**src/rtl/instr_queue_pkg.sv**
```systemverilog
// -----------------------------------------------------------------------------
// instr_queue_pkg
//   Shared constants and types for the fetch-to-decode instruction queue.
//   DATA_WIDTH : width of instruction words and addresses.
//   IQ_DEPTH   : default queue depth for the top-level instantiation.
//   iq_entry_t : one buffered fetch word {instruction, address, pc_plus_4}.
// -----------------------------------------------------------------------------
package instr_queue_pkg;

  localparam int DATA_WIDTH = 32;
  localparam int IQ_DEPTH   = 4;

  typedef struct packed {
    logic [DATA_WIDTH-1:0] instruction;
    logic [DATA_WIDTH-1:0] address;
    logic [DATA_WIDTH-1:0] pc_plus_4;
  } iq_entry_t;

endpackage

```
**src/rtl/instr_queue.sv**
```systemverilog
// -----------------------------------------------------------------------------
// instr_queue
//   First-word-fall-through queue between FETCH and DECODE. Buffers up to
//   DEPTH fetched words, raises fetch_stall when full and empties on flush.
//
//   Ports
//     clk                      in   rising-edge clock
//     reset                    in   asynchronous, active-low reset
//     flush                    in   synchronous clear, highest priority
//     instruction_in           in   fetched instruction word
//     instruction_address_in   in   PC of the word
//     pc_plus_4_in             in   PC+4 of the word
//     instruction_valid_in     in   push request from FETCH
//     decode_ready             in   decode accepts the head entry
//     instruction_out          out  head instruction (0 when empty)
//     instruction_address_out  out  head PC (0 when empty)
//     pc_plus_4_out            out  head PC+4 (0 when empty)
//     instruction_valid_out    out  queue non-empty
//     fetch_stall              out  queue full
//     count                    out  occupancy 0..DEPTH
//     overflow_err             out  sticky: push attempted while full
// -----------------------------------------------------------------------------
module instr_queue
  import instr_queue_pkg::*;
#(
  parameter int DEPTH = IQ_DEPTH
) (
  input  logic                  clk,
  input  logic                  reset,
  input  logic                  flush,
  input  logic [DATA_WIDTH-1:0] instruction_in,
  input  logic [DATA_WIDTH-1:0] instruction_address_in,
  input  logic [DATA_WIDTH-1:0] pc_plus_4_in,
  input  logic                  instruction_valid_in,
  input  logic                  decode_ready,
  output logic [DATA_WIDTH-1:0] instruction_out,
  output logic [DATA_WIDTH-1:0] instruction_address_out,
  output logic [DATA_WIDTH-1:0] pc_plus_4_out,
  output logic                  instruction_valid_out,
  output logic                  fetch_stall,
  output logic [$clog2(DEPTH):0] count,
  output logic                  overflow_err
);

  localparam int PTR_W = $clog2(DEPTH);
  localparam logic [PTR_W:0] FULL_COUNT = DEPTH[PTR_W:0];

  iq_entry_t       mem [DEPTH];
  logic [PTR_W-1:0] wr_ptr_reg;
  logic [PTR_W-1:0] rd_ptr_reg;
  logic [PTR_W:0]   count_reg;
  logic             overflow_reg;

  logic      full;
  logic      empty;
  logic      push;
  logic      pop;
  iq_entry_t wr_entry;
  iq_entry_t head_entry;

  assign full  = (count_reg == FULL_COUNT);
  assign empty = (count_reg == '0);

  // Full queue refuses the push even if decode pops in the same cycle.
  assign push = instruction_valid_in && !full;
  assign pop  = !empty && decode_ready;

  assign wr_entry = '{instruction: instruction_in,
                      address:     instruction_address_in,
                      pc_plus_4:   pc_plus_4_in};

  // Storage. Contents are cleared on reset only to keep simulation X-free;
  // nothing downstream depends on them while the queue is empty.
  always_ff @(posedge clk or negedge reset) begin
    if (!reset) begin
      for (int i = 0; i < DEPTH; i++) begin
        mem[i] <= '0;
      end
    end else if (push && !flush) begin
      mem[wr_ptr_reg] <= wr_entry;
    end
  end

  // Pointers and occupancy. DEPTH is a power of two so pointer wrap is the
  // natural overflow of the PTR_W-bit increment.
  always_ff @(posedge clk or negedge reset) begin
    if (!reset) begin
      wr_ptr_reg <= '0;
      rd_ptr_reg <= '0;
      count_reg  <= '0;
    end else if (flush) begin
      wr_ptr_reg <= '0;
      rd_ptr_reg <= '0;
      count_reg  <= '0;
    end else begin
      if (push) begin
        wr_ptr_reg <= wr_ptr_reg + 1'b1;
      end
      if (pop) begin
        rd_ptr_reg <= rd_ptr_reg + 1'b1;
      end
      if (push && !pop) begin
        count_reg <= count_reg + 1'b1;
      end else if (pop && !push) begin
        count_reg <= count_reg - 1'b1;
      end
    end
  end

  // Sticky overflow: survives flush, cleared only by reset.
  always_ff @(posedge clk or negedge reset) begin
    if (!reset) begin
      overflow_reg <= 1'b0;
    end else if (instruction_valid_in && full) begin
      overflow_reg <= 1'b1;
    end
  end

  // Head is forced to zero when empty so stale storage never leaks out,
  // including the instant an asynchronous reset clears the count.
  assign head_entry = empty ? '0 : mem[rd_ptr_reg];

  assign instruction_out         = head_entry.instruction;
  assign instruction_address_out = head_entry.address;
  assign pc_plus_4_out           = head_entry.pc_plus_4;
  assign instruction_valid_out   = !empty;
  assign fetch_stall             = full;
  assign count                   = count_reg;
  assign overflow_err            = overflow_reg;

endmodule

```
**config.mk**
```make
export PLATFORM = sky130hd
export DESIGN_NAME = instr_queue
export DESIGN_NICKNAME = d
export VERILOG_FILES = /design/src/rtl/instr_queue_pkg.sv /design/src/rtl/instr_queue.sv
export SDC_FILE = /design/constraint.sdc
export NUM_CORES = 1
export LEC_CHECK = 0
export ABC_AREA = 0
export BUFFER_PORTS_ARGS = -buffer_cell sky130_fd_sc_hd__clkbuf_2
export CORE_MARGIN = 8
export CORE_UTILIZATION = 25
export CTS_CLUSTER_SIZE = 30
export DETAILED_ROUTE_END_ITERATION = 10
export GPL_TIMING_DRIVEN = 0
export HOLD_SLACK_MARGIN = 0.05
export PLACE_DENSITY = 0.4
export SLEW_MARGIN = 40
export SYNTH_ARGS = -nofsm -noshare
export SYNTH_HDL_FRONTEND = slang
export SYNTH_SLANG_ARGS = --single-unit
```
**constraint.sdc**
```tcl
create_clock -name clk -period 2.65 [get_ports clk]
set_clock_uncertainty 0.1 [all_clocks]
set_input_delay 0.265 -clock clk [delete_from_list [all_inputs] [get_ports clk]]
set_output_delay 0.265 -clock clk [all_outputs]
set_load 0.005 [all_outputs]
```
==> results of run 1 <==
-- cells in the final DEF (no fill, tap or decap), types with 3 or more instances in the layout --
| master | instances |
|---|---|
| sky130_fd_sc_hd__dfrtp_1 | 389 |
| sky130_fd_sc_hd__mux2_2 | 225 |
| sky130_fd_sc_hd__clkbuf_2 | 207 |
| sky130_fd_sc_hd__mux2_1 | 160 |
| sky130_fd_sc_hd__dlygate4sd3_1 | 99 |
| sky130_fd_sc_hd__mux4_2 | 96 |
| sky130_fd_sc_hd__and2_1 | 87 |
| sky130_fd_sc_hd__clkbuf_16 | 52 |
| sky130_fd_sc_hd__buf_4 | 28 |
| sky130_fd_sc_hd__clkbuf_8 | 18 |
| sky130_fd_sc_hd__clkbuf_1 | 16 |
| sky130_fd_sc_hd__buf_8 | 13 |
| sky130_fd_sc_hd__buf_12 | 12 |
| sky130_fd_sc_hd__and2_4 | 9 |
| sky130_fd_sc_hd__inv_1 | 8 |
| sky130_fd_sc_hd__buf_6 | 8 |
| sky130_fd_sc_hd__buf_16 | 7 |
| sky130_fd_sc_hd__nor2_1 | 7 |
| sky130_fd_sc_hd__clkinv_2 | 6 |
| sky130_fd_sc_hd__buf_2 | 5 |
| sky130_fd_sc_hd__clkbuf_4 | 4 |
| sky130_fd_sc_hd__nand3_4 | 4 |
| sky130_fd_sc_hd__ha_1 | 4 |
| sky130_fd_sc_hd__diode_2 | 3 |
| sky130_fd_sc_hd__o21ai_0 | 3 |
| sky130_fd_sc_hd__dfrtp_2 | 3 |
-- metal layers --
metal,GRT usage,part of all wire,vias up
met3,0.0287,0.045,59
met4,0.0318,0.019,4
met1,0.171,0.46,5635
met5,0,0.00051,-
li1,-,-,4793
met2,0.208,0.48,188
-- what timing repair did --
item | 4_1_cts | 5_1_grt
buffers inserted | 5 | 3
hold buffers | 100 | 0
pin swaps | 1 | 7
endpoints found under the setup margin | 97 | 74
gates resized for setup | 61 | 19
endpoints found under the hold margin | 535 | 0
-- metrics by stage --
stage	util	hold WS, ns	instances	total power (uW)
after floorplan	-	-0.131	1100	15200
after global placement	0.283	0.345	2250	18600
after detailed placement	0.285	0.0965	2256	18800
after CTS	0.325	0.0557	2448	26200
after global routing	0.326	0.110	2451	27500
final	0.326	0.115	2454	25600
-- final timing paths --
path	cells after the start	end	slack, ns
min in group asynchronous	3	mem[360]	0.16
max reg2reg	8	count[2]	0.13
min	4	count[1]	0.11
min reg2reg	1	overflow_err	0.36
max in group asynchronous	5	mem[309]	1.20
max	6	pc_plus_4_out[31]	0.03
-- kinds of logic after synthesis --
family                     count (synthesis)  share of synthesized area
muxes                                    482                      0.362
DFF                                      392                      0.546
and+or+nand+nor                          114                     0.0413
buffers and inverters                     88                     0.0392
AOI/OAI and AO/OA                         17                    0.00682
adders and majority gates                  5                    0.00390
xor gates and xnor gates                   2                   0.000975
-- layout make-up --
cell class	instances	share of cell area
clock inverters	12	0.00500
plain buffers	77	0.0372
multi-input cells	620	0.322
flip-flops and latches	392	0.422
well taps	950	0.0511
diodes	3	0.000323
repair buffers	314	0.0965
clock buffers	78	0.0648
inverters	8	0.00129
-- worst min-delay path: stages --
cell                       delay (ns)
sky130_fd_sc_hd__clkbuf_2        0.14
sky130_fd_sc_hd__o211a_1         0.18
sky130_fd_sc_hd__o211ai_1        0.10
sky130_fd_sc_hd__o31ai_1         0.08
-- report_power, final --
group / leakage (uW) / switching (uW) / internal (uW) / total [uW]
logic: 0.00477 / 3850 / 5450 / 9300
registers: 0.00493 / 1160 / 8480 / 9650
clock network: 0.000795 / 2680 / 3990 / 6680
==> metrics.yaml, run 1 <==
result_of_the_run: "complete, no violations"
place_hpwl_mm: 34.2
final_std_cell_area_no_fill_mm2: 0.0233
post_synth_num_cell_types: 36
core_area_mm2: 0.0714
number_of_iterations_in_the_first_detailed_routing_pass: 4
timing.critical_path.slowest_stage_cell: "sky130_fd_sc_hd__mux4_2"
power-per-cell-area_mw_per_mm2: 1100
synth_top_area_cell: "sky130_fd_sc_hd__dfrtp_1"
worst-endpoint-required_ns: 2.29
post_synth_instance_area_mm2: 0.0180
top_level_ports: 203
die-width_um: 284
cts_htree_levels: 2
final_nets: 1569
antenna_found_initial: 5
largest_register_ffs: 384
hold_path.startpoint: "instruction_valid_in"
syn_inst: 1100
port-buffer-count: 200
worst_path_largest_cell_delay_ns: 0.55
routed_wirelength_mm: 51.1
cp.buffers_inverters: 4
overflow: 0
crit_path_launch_type: "flop"
grt_setup_unrepaired: "true"
number_of_warnings_reported_in_the_yosys_synthesis_log: 0
mappedNetlistNets: 1206
min-delay-path-class: "in2reg"
total_area_of_multi_input_combinational_cells_mm2: 0.00749
critPathMaxFanout: 10
fmax_ghz: 0.382
r2r-start: "count[0]"
fin_ws_ns: 0.0305
grt_max_degree: 66
place_congestion: 0.691
cp.arrival_ns: 2.25
wl_per_cell_um: 20.8
min_period_ns: 2.62
numCtsBuffers: 50
crit_type: "reg2out"
endpoint_kind: "output pin"
yosys-top-cells-count: "sky130_fd_sc_hd__dfrtp_1, sky130_fd_sc_hd__mux2_2, sky130_fd_sc_hd__mux2_1"
num-fill-cells: 7164
finalHoldViolCount: 0
critical_path.startpoint: "rd_ptr_reg[0]"
tritoncts: "yes"
place_area_mm2: 0.0203
track_usage: 0.128
postSynthRegisterBits: 392
drive_above_1_share: 0.470
yosys_most_used_dff: "sky130_fd_sc_hd__dfrtp_1"
clock_insertion_delay_worst_skew_ns: 0.58
synth.top_cell.area_share: 0.546
initial_utilization: 0.252
count_leader_synth: "sky130_fd_sc_hd__dfrtp_1"
clkTransAtPathRegs_ns: 0.06
detail_route.drc_violations: 0
detailroute.via_count: 10679
synth_enable_flop_cells: 0
synth_sequential_area_ratio: 0.546
worst_ir_drop_vdd_mv: 0.439
totalNegativeSetupSlack_ns: 0
max-cap-violations: 0
clock_path_buffers: 3
static_leakage_uw: 0.0105
floorplan.die.height_um: 284
core.rowCount: 98
synth.avg_cell_area_um2: 16.3
critical-path-top-cell-by-count: "sky130_fd_sc_hd__buf_12"
ant_nets: 0
die_area_mm2: 0.0807
max_slew.worst_pin.slew_ns: 0.466
via_per_inst: 4.35
grt_first_pass_wirelength_mm: 79.3
synth_async_sr_flop_share: 1.00
area.sequential_mm2: 0.00981
maxSlewViolCount: 0
placement.setup.worst_slack_ns: -0.190
critPathTopFamily: "buffers and inverters"
timing.critical_path.cells: "buf_12 -> buf_12 -> buf_16 -> mux4_2 -> and2_4 -> clkbuf_2"
areaGrowthSynthToFinish_pct: 29.4
ctsRootBufferMaster: "sky130_fd_sc_hd__clkbuf_16"
numClockSinks: 392
ys_top_cells_by_area: "sky130_fd_sc_hd__dfrtp_1, sky130_fd_sc_hd__mux2_2, sky130_fd_sc_hd__mux4_2"
grt_pass1_vias: 12221
maxSlewHeadroom: 0.689
layout_worst_path_cycle_share: 0.989
setup_viol: 0
drtIter0Drc: 294
Power figures use the tool's default switching activity.
==> run 2: changes to the inputs <==
- PLACE_DENSITY: 0.4 -> 0.41
- clock period: 2.65 -> 2.25 ns (I/O delays scaled with it)
==> metrics.yaml, run 2 (synthesized netlist as in run 1, its figures left out) <==
result_of_the_run: "finished with violations"
failed_checks: "negative setup slack"
hold_depth: 3  # -1
floorplan.die.height_um: 284  # unchanged
core_area_mm2: 0.0714  # unchanged
detailroute.via_count: 11034  # +3.3%
tritoncts: "yes"
maxSlewViolCount: 0  # unchanged
critical_path.reg2reg.endpoint: "count[2]"
number_of_iterations_in_the_first_detailed_routing_pass: 4  # unchanged
clock_insertion_delay_worst_skew_ns: 0.56  # -0.02 ns
clkTransAtPathRegs_ns: 0.06  # about the same
fin_total_pwr_uw: 32700  # +28%
power-per-cell-area_mw_per_mm2: 1300  # +18%
areaGrowthSynthToFinish_pct: 40.1
routed_wirelength_mm: 55.4  # +8.4%
worst-endpoint-required_ns: 1.92  # -0.37 ns
initial_utilization: 0.252  # unchanged
totalNegativeSetupSlack_ns: -23.93  # -23.93 ns
wl_per_cell_um: 22.1  # +6.2%
r2r-start: "count[0]"
critPathMaxFanout: 9  # -1
clock_path_buffers: 3  # unchanged
grt_max_degree: 66  # unchanged
place_hpwl_mm: 34.2  # about the same
via_per_inst: 4.40  # +1.2%
drtIter0Drc: 329  # +12%
crit_path_launch_type: "flop"
rrSetupSlack_ns: -0.11  # -0.24 ns
max-cap-violations: 0  # unchanged
die_area_mm2: 0.0807  # unchanged
most_frequent_standard_cell_in_the_layout_excluding_fill_and_tap_cells: "sky130_fd_sc_hd__dfrtp_1"
core.rowCount: 98  # unchanged
static_leakage_uw: 0.0119  # +13%
ctsRootBufferMaster: "sky130_fd_sc_hd__clkbuf_16"
numClockSinks: 392  # unchanged
place_area_mm2: 0.0204  # about the same
largest_register_ffs: 384  # unchanged
hold_path.startpoint: "pc_plus_4_in[25]"
antenna_found_initial: 5  # unchanged
layout_common_cells: "sky130_fd_sc_hd__dfrtp_1, sky130_fd_sc_hd__clkbuf_2, sky130_fd_sc_hd__mux2_2"
maxSlewHeadroom: 0.712  # +0.0224
setup_viol: 195  # +195
fin_ws_ns: -0.296  # -0.327 ns
detail_route.drc_violations: 0  # unchanged
ff2ff_path_depth: 8  # unchanged
final_std_cell_area_no_fill_mm2: 0.0252  # +8.2%
ant_nets: 0  # unchanged
numCtsBuffers: 49  # -2.0%
port-buffer-count: 200  # unchanged
place_congestion: 0.684  # -1.1%
drive_above_1_share: 0.607  # +0.137
fmax_ghz: 0.393
min-delay-path-class: "in2reg"
min_period_ns: 2.55
layout_worst_path_cycle_share: 1.13
grt_first_pass_wirelength_mm: 79.4  # +0.13%
track_usage: 0.128  # -0.000159
final_nets: 1628  # +3.8%
cts_htree_levels: 2  # unchanged
crit_type: "reg2out"
max_slew.worst_pin.slew_ns: 0.432  # -0.0337 ns
overflow: 0  # unchanged
whs_endpoint: "mem[313]"
top_level_ports: 203  # unchanged
worst_ir_drop_vdd_mv: 0.541  # +23%
hold-worst-slack_ns: 0.365  # +0.250 ns
grt_pass1_vias: 12160  # -0.50%
cp.arrival_ns: 2.22  # -0.03 ns
die-width_um: 284  # unchanged
grt_setup_unrepaired: "true"
critical_path.startpoint: "rd_ptr_reg[0]"
endpoint_kind: "output pin"
finalHoldViolCount: 0  # unchanged
==> run 2: cell count changes in the layout (fill, tap and decap cells not counted), sizes merged <==
cell,change
inv,-1
buf,+39
clkbuf,+14
clkinvlp,-1
dlygate4sd3,+2
diode,+1
clkinv,-2
==> run 2: cell type report <==
| cell class | count | area, um2 |
|---|---|---|
| antenna | 4 | 10.0 |
| buffer | 76 | 1040 |
| clock buffer | 73 | 1470 |
| clock inverter | 8 | 78.8 |
| fill | 6933 | 46200 |
| inverter | 8 | 35.0 |
| multi-input combinational | 620 | 8230 |
| sequential | 392 | 9810 |
| tap | 950 | 1190 |
| timing repair buffer | 375 | 3310 |
==> run 2: timing repair <==
| item | CTS | global route |
|---|---|---|
| hold buffers | 102 | 0 |
| buffers inserted | 19 | 23 |
| endpoints found under the hold margin | 614 | 0 |
| pin swaps | 39 | 3 |
| setup endpoints to repair | 258 | 264 |
| resized for setup | 118 | 223 |
| cloned | 4 | 23 |
==> run 2: how the worst max path moves through the flow <==
| stage | cells past startpoint | to |
|---|---|---|
| 6_report | 7 | instruction_address_out[7] |
| 5_1_grt | 5 | instruction_out[3] |
| 4_1_cts | 7 | instruction_address_out[2] |
| 3_5_place_dp | 7 | instruction_address_out[1] |
| 3_3_place_gp | 1 | mem[118] |
| 2_1_floorplan | 8 | count[2] |
==> run 2: power breakdown <==
group	total, uW	switching (uW)	internal, uW	leakage (uW)
logic	13600	5020	8570	0.00620
clock network	7650	3080	4570	0.000762
registers	11400	1450	10000	0.00493
==> run 2: per-stage QoR <==
step           cells  utilization  setup slack [ns]
3_5_place_dp    2256        0.285            -0.585
5_1_grt         2502        0.353            -0.420
4_1_cts         2460        0.331            -0.410
3_3_place_gp    2250        0.283             -8.59
6_report        2506        0.353            -0.296
2_1_floorplan   1100            -           -0.0325
==> run 2: per-layer routing <==
| metal | global-route usage | vias up | part of all wire |
|---|---|---|---|
| li1 | - | 4904 | - |
| met1 | 0.174 | 5886 | 0.48 |
| met2 | 0.204 | 184 | 0.46 |
| met3 | 0.0305 | 58 | 0.040 |
| met4 | 0.0285 | 2 | 0.017 |
| met5 | 0 | - | 0.00023 |
==> run 2: critical path, stage by stage, from the launching register on <==
cell and delay (ns):
sky130_fd_sc_hd__dfrtp_1 0.37, sky130_fd_sc_hd__buf_12 0.17, sky130_fd_sc_hd__buf_12 0.15, sky130_fd_sc_hd__buf_12 0.11, sky130_fd_sc_hd__buf_16 0.11, sky130_fd_sc_hd__mux4_2 0.49
sky130_fd_sc_hd__and2_4 0.15, sky130_fd_sc_hd__clkbuf_2 0.10
